--- src/rtl/spi_sd_master_pkg.sv ---
// spi_sd_master_pkg: register map, STAT bit positions, divider default and transfer state for spi_sd_master.
package spi_sd_master_pkg;
  localparam logic [1:0] ADDR_DATA = 2'd0;
  localparam logic [1:0] ADDR_STAT = 2'd1;
  localparam logic [1:0] ADDR_DIV  = 2'd2;
  localparam logic [1:0] ADDR_CS   = 2'd3;
  localparam int STAT_BUSY = 0;
  localparam int STAT_DONE = 1;
  localparam int STAT_OVR  = 2;
  localparam int STAT_IE   = 3;
  localparam logic [7:0] DIV_RESET_DEFAULT = 8'd49;
  typedef enum logic {ST_IDLE, ST_XFER} state_e;
endpackage

--- src/rtl/spi_shift_core.sv ---
// spi_shift_core: mode-0 MSB-first byte engine with per-transfer latched SCLK half-period divider.
module spi_shift_core import spi_sd_master_pkg::*; (
  input  logic       clk,
  input  logic       rst_n,
  input  logic       i_start,
  input  logic [7:0] i_tx,
  input  logic [7:0] i_div,
  input  logic       i_miso,
  output logic       o_busy,
  output logic       o_done,
  output logic [7:0] o_rx,
  output logic       o_sclk,
  output logic       o_mosi
);
  state_e     state_q, state_d;
  logic [7:0] cnt_q, cnt_d, div_q, div_d, tx_q, tx_d, rx_q, rx_d;
  logic [3:0] tgl_q, tgl_d;
  logic       sclk_q, sclk_d, tick;
  always_ff @(posedge clk or negedge rst_n) begin
    if (!rst_n) begin
      state_q <= ST_IDLE;
      cnt_q   <= '0;
      div_q   <= '0;
      tx_q    <= '1;
      rx_q    <= '0;
      tgl_q   <= '0;
      sclk_q  <= 1'b0;
    end else begin
      state_q <= state_d;
      cnt_q   <= cnt_d;
      div_q   <= div_d;
      tx_q    <= tx_d;
      rx_q    <= rx_d;
      tgl_q   <= tgl_d;
      sclk_q  <= sclk_d;
    end
  end
  // MOSI is tx_q[7]; ones are shifted in behind the data so the line idles high after the last bit.
  always_comb begin
    tick    = cnt_q == 8'd0;
    state_d = state_q;
    cnt_d   = cnt_q;
    div_d   = div_q;
    tx_d    = tx_q;
    rx_d    = rx_q;
    tgl_d   = tgl_q;
    sclk_d  = sclk_q;
    if (state_q == ST_IDLE) begin
      if (i_start) begin
        state_d = ST_XFER;
        cnt_d   = i_div;
        div_d   = i_div;
        tx_d    = i_tx;
        tgl_d   = '0;
      end
    end else if (tick) begin
      cnt_d  = div_q;
      sclk_d = ~sclk_q;
      tgl_d  = tgl_q + 4'd1;
      if (tgl_q[0]) tx_d = {tx_q[6:0], 1'b1};
      else rx_d = {rx_q[6:0], i_miso};
      if (tgl_q == 4'd15) state_d = ST_IDLE;
    end else begin
      cnt_d = cnt_q - 8'd1;
    end
  end
  always_comb begin
    o_busy = state_q == ST_XFER;
    o_done = o_busy && tick && tgl_q == 4'd15;
    o_rx   = rx_q;
    o_sclk = sclk_q;
    o_mosi = tx_q[7];
  end
endmodule

--- src/rtl/spi_sd_master.sv ---
// spi_sd_master: CPU-mapped SD-card SPI master (DATA/STAT/DIV/CS registers, busy/done/overrun flags).
// Define SPI_SD_MASTER_IRQ_EN to add the IE bit and the o_irq level interrupt.
module spi_sd_master import spi_sd_master_pkg::*; #(
  parameter logic [7:0] DIV_RESET = DIV_RESET_DEFAULT
) (
  input  logic       clk,
  input  logic       rst_n,
  input  logic       i_wr,
  input  logic       i_rd,
  input  logic [1:0] i_addr,
  input  logic [7:0] i_data,
  output logic [7:0] o_data,
  output logic       o_sd_cs,
  output logic       o_spi_clk,
  output logic       o_spi_mosi,
  input  logic       i_spi_miso
`ifdef SPI_SD_MASTER_IRQ_EN
  ,output logic      o_irq
`endif
);
  logic       wr_data, wr_stat, wr_div, wr_cs, rd_data, start, busy, core_done, ie;
  logic [7:0] core_rx, rx_q, rx_d, div_q, div_d, stat;
  logic       done_q, done_d, ovr_q, ovr_d, cs_q, cs_d;
  always_comb begin
    wr_data = i_wr && i_addr == ADDR_DATA;
    wr_stat = i_wr && i_addr == ADDR_STAT;
    wr_div  = i_wr && i_addr == ADDR_DIV;
    wr_cs   = i_wr && i_addr == ADDR_CS;
    rd_data = i_rd && i_addr == ADDR_DATA;
    start   = wr_data && !busy;
  end
  spi_shift_core u_core (
    .clk     (clk),
    .rst_n   (rst_n),
    .i_start (start),
    .i_tx    (i_data),
    .i_div   (div_q),
    .i_miso  (i_spi_miso),
    .o_busy  (busy),
    .o_done  (core_done),
    .o_rx    (core_rx),
    .o_sclk  (o_spi_clk),
    .o_mosi  (o_spi_mosi)
  );
  always_ff @(posedge clk or negedge rst_n) begin
    if (!rst_n) begin
      rx_q   <= '0;
      div_q  <= DIV_RESET;
      done_q <= 1'b0;
      ovr_q  <= 1'b0;
      cs_q   <= 1'b1;
    end else begin
      rx_q   <= rx_d;
      div_q  <= div_d;
      done_q <= done_d;
      ovr_q  <= ovr_d;
      cs_q   <= cs_d;
    end
  end
  // A completing byte wins over a same-cycle DATA read; an OVR clear wins over a same-cycle overrun.
  always_comb begin
    rx_d   = core_done ? core_rx : rx_q;
    div_d  = wr_div ? i_data : div_q;
    done_d = core_done ? 1'b1 : rd_data ? 1'b0 : done_q;
    ovr_d  = (wr_stat && i_data[STAT_OVR]) ? 1'b0 : (wr_data && busy) ? 1'b1 : ovr_q;
    cs_d   = wr_cs ? i_data[0] : cs_q;
  end
`ifdef SPI_SD_MASTER_IRQ_EN
  logic ie_q, ie_d;
  always_ff @(posedge clk or negedge rst_n) begin
    if (!rst_n) ie_q <= 1'b0;
    else ie_q <= ie_d;
  end
  always_comb begin
    ie_d  = wr_stat ? i_data[STAT_IE] : ie_q;
    ie    = ie_q;
    o_irq = ie_q && done_q;
  end
`else
  always_comb ie = 1'b0;
`endif
  always_comb begin
    stat            = '0;
    stat[STAT_BUSY] = busy;
    stat[STAT_DONE] = done_q;
    stat[STAT_OVR]  = ovr_q;
    stat[STAT_IE]   = ie;
    o_sd_cs         = cs_q;
    o_data          = i_addr == ADDR_DATA ? rx_q :
                      i_addr == ADDR_STAT ? stat :
                      i_addr == ADDR_DIV  ? div_q : {7'b0, cs_q};
  end
endmodule

--- config.mk ---
export PLATFORM = sky130hd
export DESIGN_NAME = spi_sd_master
export DESIGN_NICKNAME = d
export VERILOG_FILES = /design/src/rtl/spi_sd_master_pkg.sv /design/src/rtl/spi_shift_core.sv /design/src/rtl/spi_sd_master.sv
export SDC_FILE = /design/constraint.sdc
export NUM_CORES = 1
export LEC_CHECK = 0
export CORE_MARGIN = 1.5
export CORE_UTILIZATION = 27
export DETAILED_ROUTE_END_ITERATION = 6
export GPL_TIMING_DRIVEN = 0
export PLACE_DENSITY = 0.4
export SLEW_MARGIN = 0
export SYNTH_ARGS = -nofsm -noshare
export SYNTH_HDL_FRONTEND = slang
export SYNTH_SLANG_ARGS = --single-unit
--- constraint.sdc ---
create_clock -name clk -period 2 [get_ports clk]
set_input_delay 0.5 -clock clk [delete_from_list [all_inputs] [get_ports clk]]
set_output_delay 0.5 -clock clk [all_outputs]
set_load 0.01 [all_outputs]
==> flow_summary.toml <==
[floorplan]
top_level_ports = 26
core_area_um2 = 10320
placement_rows = 37
die_area_um2 = 11280
floorplan.initialDensity_pct = 27.86
chipHeight_um = 106.2
die_width_um = 106.2

[timing]
final-setup-viol-count = 1
timing_worst_slew_pin_value_ns = 0.6496
hold_violations = 0
fmax_ghz = 0.4975
clock_skew_ns = 0.007486
finalCriticalPeriod_ns = 2.010
timing.hold.ws_ns = 0.1742
rsz0062_at_grt = "yes"
slew_headroom_pct = 56.69
final.period_utilization_pct = 100.5
postLayoutSetupSlackWorst_ns = -0.009984
timing_max_transition_violations_final = 0

[setup_path]
r2r_slack_ns = 0.14
instance_count_on_the_critical_path = 3
critPathCaptureType = "primary output"
timing.critical_path.arrival_ns = 1.51
rr_worst_depth = 6
slowest_delay_ns = 0.48
r2r_end = "rx_q[5]$_DFFE_PN0P_"
timing.critical_path.required_ns = 1.50
crit_chain = "clkbuf_8 -> mux4_2 -> buf_6"
crit_family = "multiplexers"
timing.rr.start = "u_core.cnt_q[0]$_DFFE_PN0P_"
critical_path_peak_fanout = 2
timing.critical_path.from_type = "flip-flop"
worst-path-buf-inv = 2
path_class = "reg2out"
crit_path_top_delay_cell = "sky130_fd_sc_hd__mux4_2"

[finish]
final_common_cell = "sky130_fd_sc_hd__dfrtp_1"
nNetsFinal = 324
n_fill_cell = 1066
commonest_cells_after_routing_fill_and_taps_aside = "sky130_fd_sc_hd__dfrtp_1 (45), sky130_fd_sc_hd__nand2_1 (37), sky130_fd_sc_hd__mux2_2 (31)"
layout.area.seq_um2 = 1441
multiInputGateArea_um2 = 1375
final_cells = 447
antenna_cells = 0
area.growth.synth_to_final_pct = 25.75
layout-drive-gt1-share_pct = 29.26

[global_routing]
grt_max_degree = 33
global_route.usage.total_pct = 14.37
first_global_vias = 2177
antenna_found_initial = 0
grt_remaining_overflow = 0
grt_pass1_wl_um = 12290

[clock_network]
cts_sinks = 57
maximum_clock_insertion_buffer_count = 2
cts_max_level = 3
cts_root_buffer = "sky130_fd_sc_hd__clkbuf_8"
worstSkewPairLatency_ns = 0.35
cts_made_buffers = 9
cts_hold_repair.buffers = 0
worst_setup_hold_path_clk_slew_ns = 0.08
tritoncts = "done"

[synth]
yosys.area.top_type = "sky130_fd_sc_hd__dfrtp_1"
synth_seq_area_share_pct = 50.11
ys_top_cells_by_area = "sky130_fd_sc_hd__dfrtp_1 (39%), sky130_fd_sc_hd__mux2_2 (12%), sky130_fd_sc_hd__dfstp_2 (11%)"
yosysWarnings = 0
async_sr_flop_fraction_pct = 100.0
synth_enable_flop_cells = 0
syn-mean-instance-area_um2 = 10.94
synth.net_count = 281
syn_area_um2 = 2877
synth.top_cell.area_share_pct = 39.15
synth_cell_types = 43
ys_seq_elements = 57
synth_ff_type = "sky130_fd_sc_hd__dfrtp_1"
synth_cells = 263

[detailed_routing]
routed_wl_um = 7507
dr_total_vias = 2145
antenna_violating_nets_post_route = 0
drc_errors = 0
starting_drc_count_in_detailed_routing = 90
detail_route.vias_per_cell = 4.799
detailedRoute.firstPassIterationCount = 4
avgRoutedWirePerCell_um = 16.79

[pwr]
pwr_density_cell_nw_per_um2 = 1064
peakVddDrop_uv = 286.3
p_total_mw = 3.850
cellLeakagePower_nw = 1.640

[placement]
gpl.final_weighted_congestion = 0.7755
estimated_wirelength_of_the_detail_placed_design_um = 5200
portBuffers = 25
inst_count_dp = 425

[run_status]
failed_checks = "negative setup slack"
outcome = "finished, violations left"

[job]
cap_violations = 0

[min_path]
hold_class = "in2async"
[state kept, by name, indices dropped and copies added (netlist names), 4 cells and up]
signal        flops
div_q             8
rx_q              8
u_core.cnt_q      8
u_core.div_q      8
u_core.o_rx       8
u_core.tx_q       8
u_core.tgl_q      4
[synthesized netlist by cell type, types with 5 or more instances]
cell	count
sky130_fd_sc_hd__mux2_2	31
sky130_fd_sc_hd__mux2i_1	14
sky130_fd_sc_hd__and2_1	12
sky130_fd_sc_hd__xor2_1	5
sky130_fd_sc_hd__a211oi_1	11
sky130_fd_sc_hd__nand3_1	7
sky130_fd_sc_hd__a21oi_1	9
sky130_fd_sc_hd__o21ai_0	6
sky130_fd_sc_hd__nor2_1	14
sky130_fd_sc_hd__a31oi_1	9
sky130_fd_sc_hd__dfstp_2	12
sky130_fd_sc_hd__clkbuf_1	8
sky130_fd_sc_hd__buf_2	6
sky130_fd_sc_hd__dfrtp_1	45
sky130_fd_sc_hd__nand2_1	37
[kinds of logic after synthesis]
family                   synth area share [%]
adder cells (fa/ha/maj)                 1.305
XOR/XNOR                                1.827
multiplexers                            17.79
flip-flops                              50.11
AO/OA/AOI/OAI                           10.53
buffers and inverters                   2.871
AND/OR/NAND/NOR                         15.57
[area by class of cell]
class	count	share of cell area [%]
sequential	57	39.85
buffer	15	3.009
timing repair buffer	33	8.509
inverter	3	0.3113
clock inverter	7	2.179
clock buffer	9	3.424
multi-input combinational	187	38.01
tap	136	4.704
[where the power goes]
part	total (mW)	internal, mW	switching, mW
logic	0.947	0.501	0.446
registers	1.77	1.49	0.284
clock network	1.13	0.585	0.544
total	3.85	2.58	1.27
[worst max path at each step]
stage,start,end,slack [ns]
CTS,u_core.o_busy$_DFF_PN0_,o_data[0],-0.02
detailed placement,i_addr[1],o_data[5],-0.93
floorplan,i_addr[1],u_core.div_q[1]$_DFFE_PN0P_,0.26
global route,u_core.o_busy$_DFF_PN0_,o_data[0],-0.05
finish,u_core.o_busy$_DFF_PN0_,o_data[0],-0.01
global placement,rst_n,div_q[1]$_DFFE_PN0P_,-1.58
[layer usage]
metal	global-route usage, %	vias to the layer above	part of all wire, %
li1	-	1018	-
met1	20.89	1066	50
met5	0	-	0
met2	20.69	47	45
met3	2.514	14	3.4
met4	6.371	0	1.9
[stage by stage]
stage / util, % / setup WS (ns) / TNS, ns / area [um^2]
6_report: 35.04 / -0.009984 / -0.009984 / 3617
5_1_grt: 35.04 / -0.05042 / -0.1134 / 3617
4_1_cts: 34.53 / -0.02419 / -0.02419 / 3565
3_5_place_dp: 32.08 / -0.9263 / -20.79 / 3312
3_3_place_gp: 31.94 / -1.581 / -102.96 / 3297
2_1_floorplan: - / 0.2555 / 0 / 2877
[timing repair]
item / 4_1_cts / 5_1_grt
pin swaps: 0 / 0
setup buffers: 3 / 4
resized for setup: 35 / 8
endpoints found under the setup margin: 26 / 43
(Power assumes the default switching activity.)
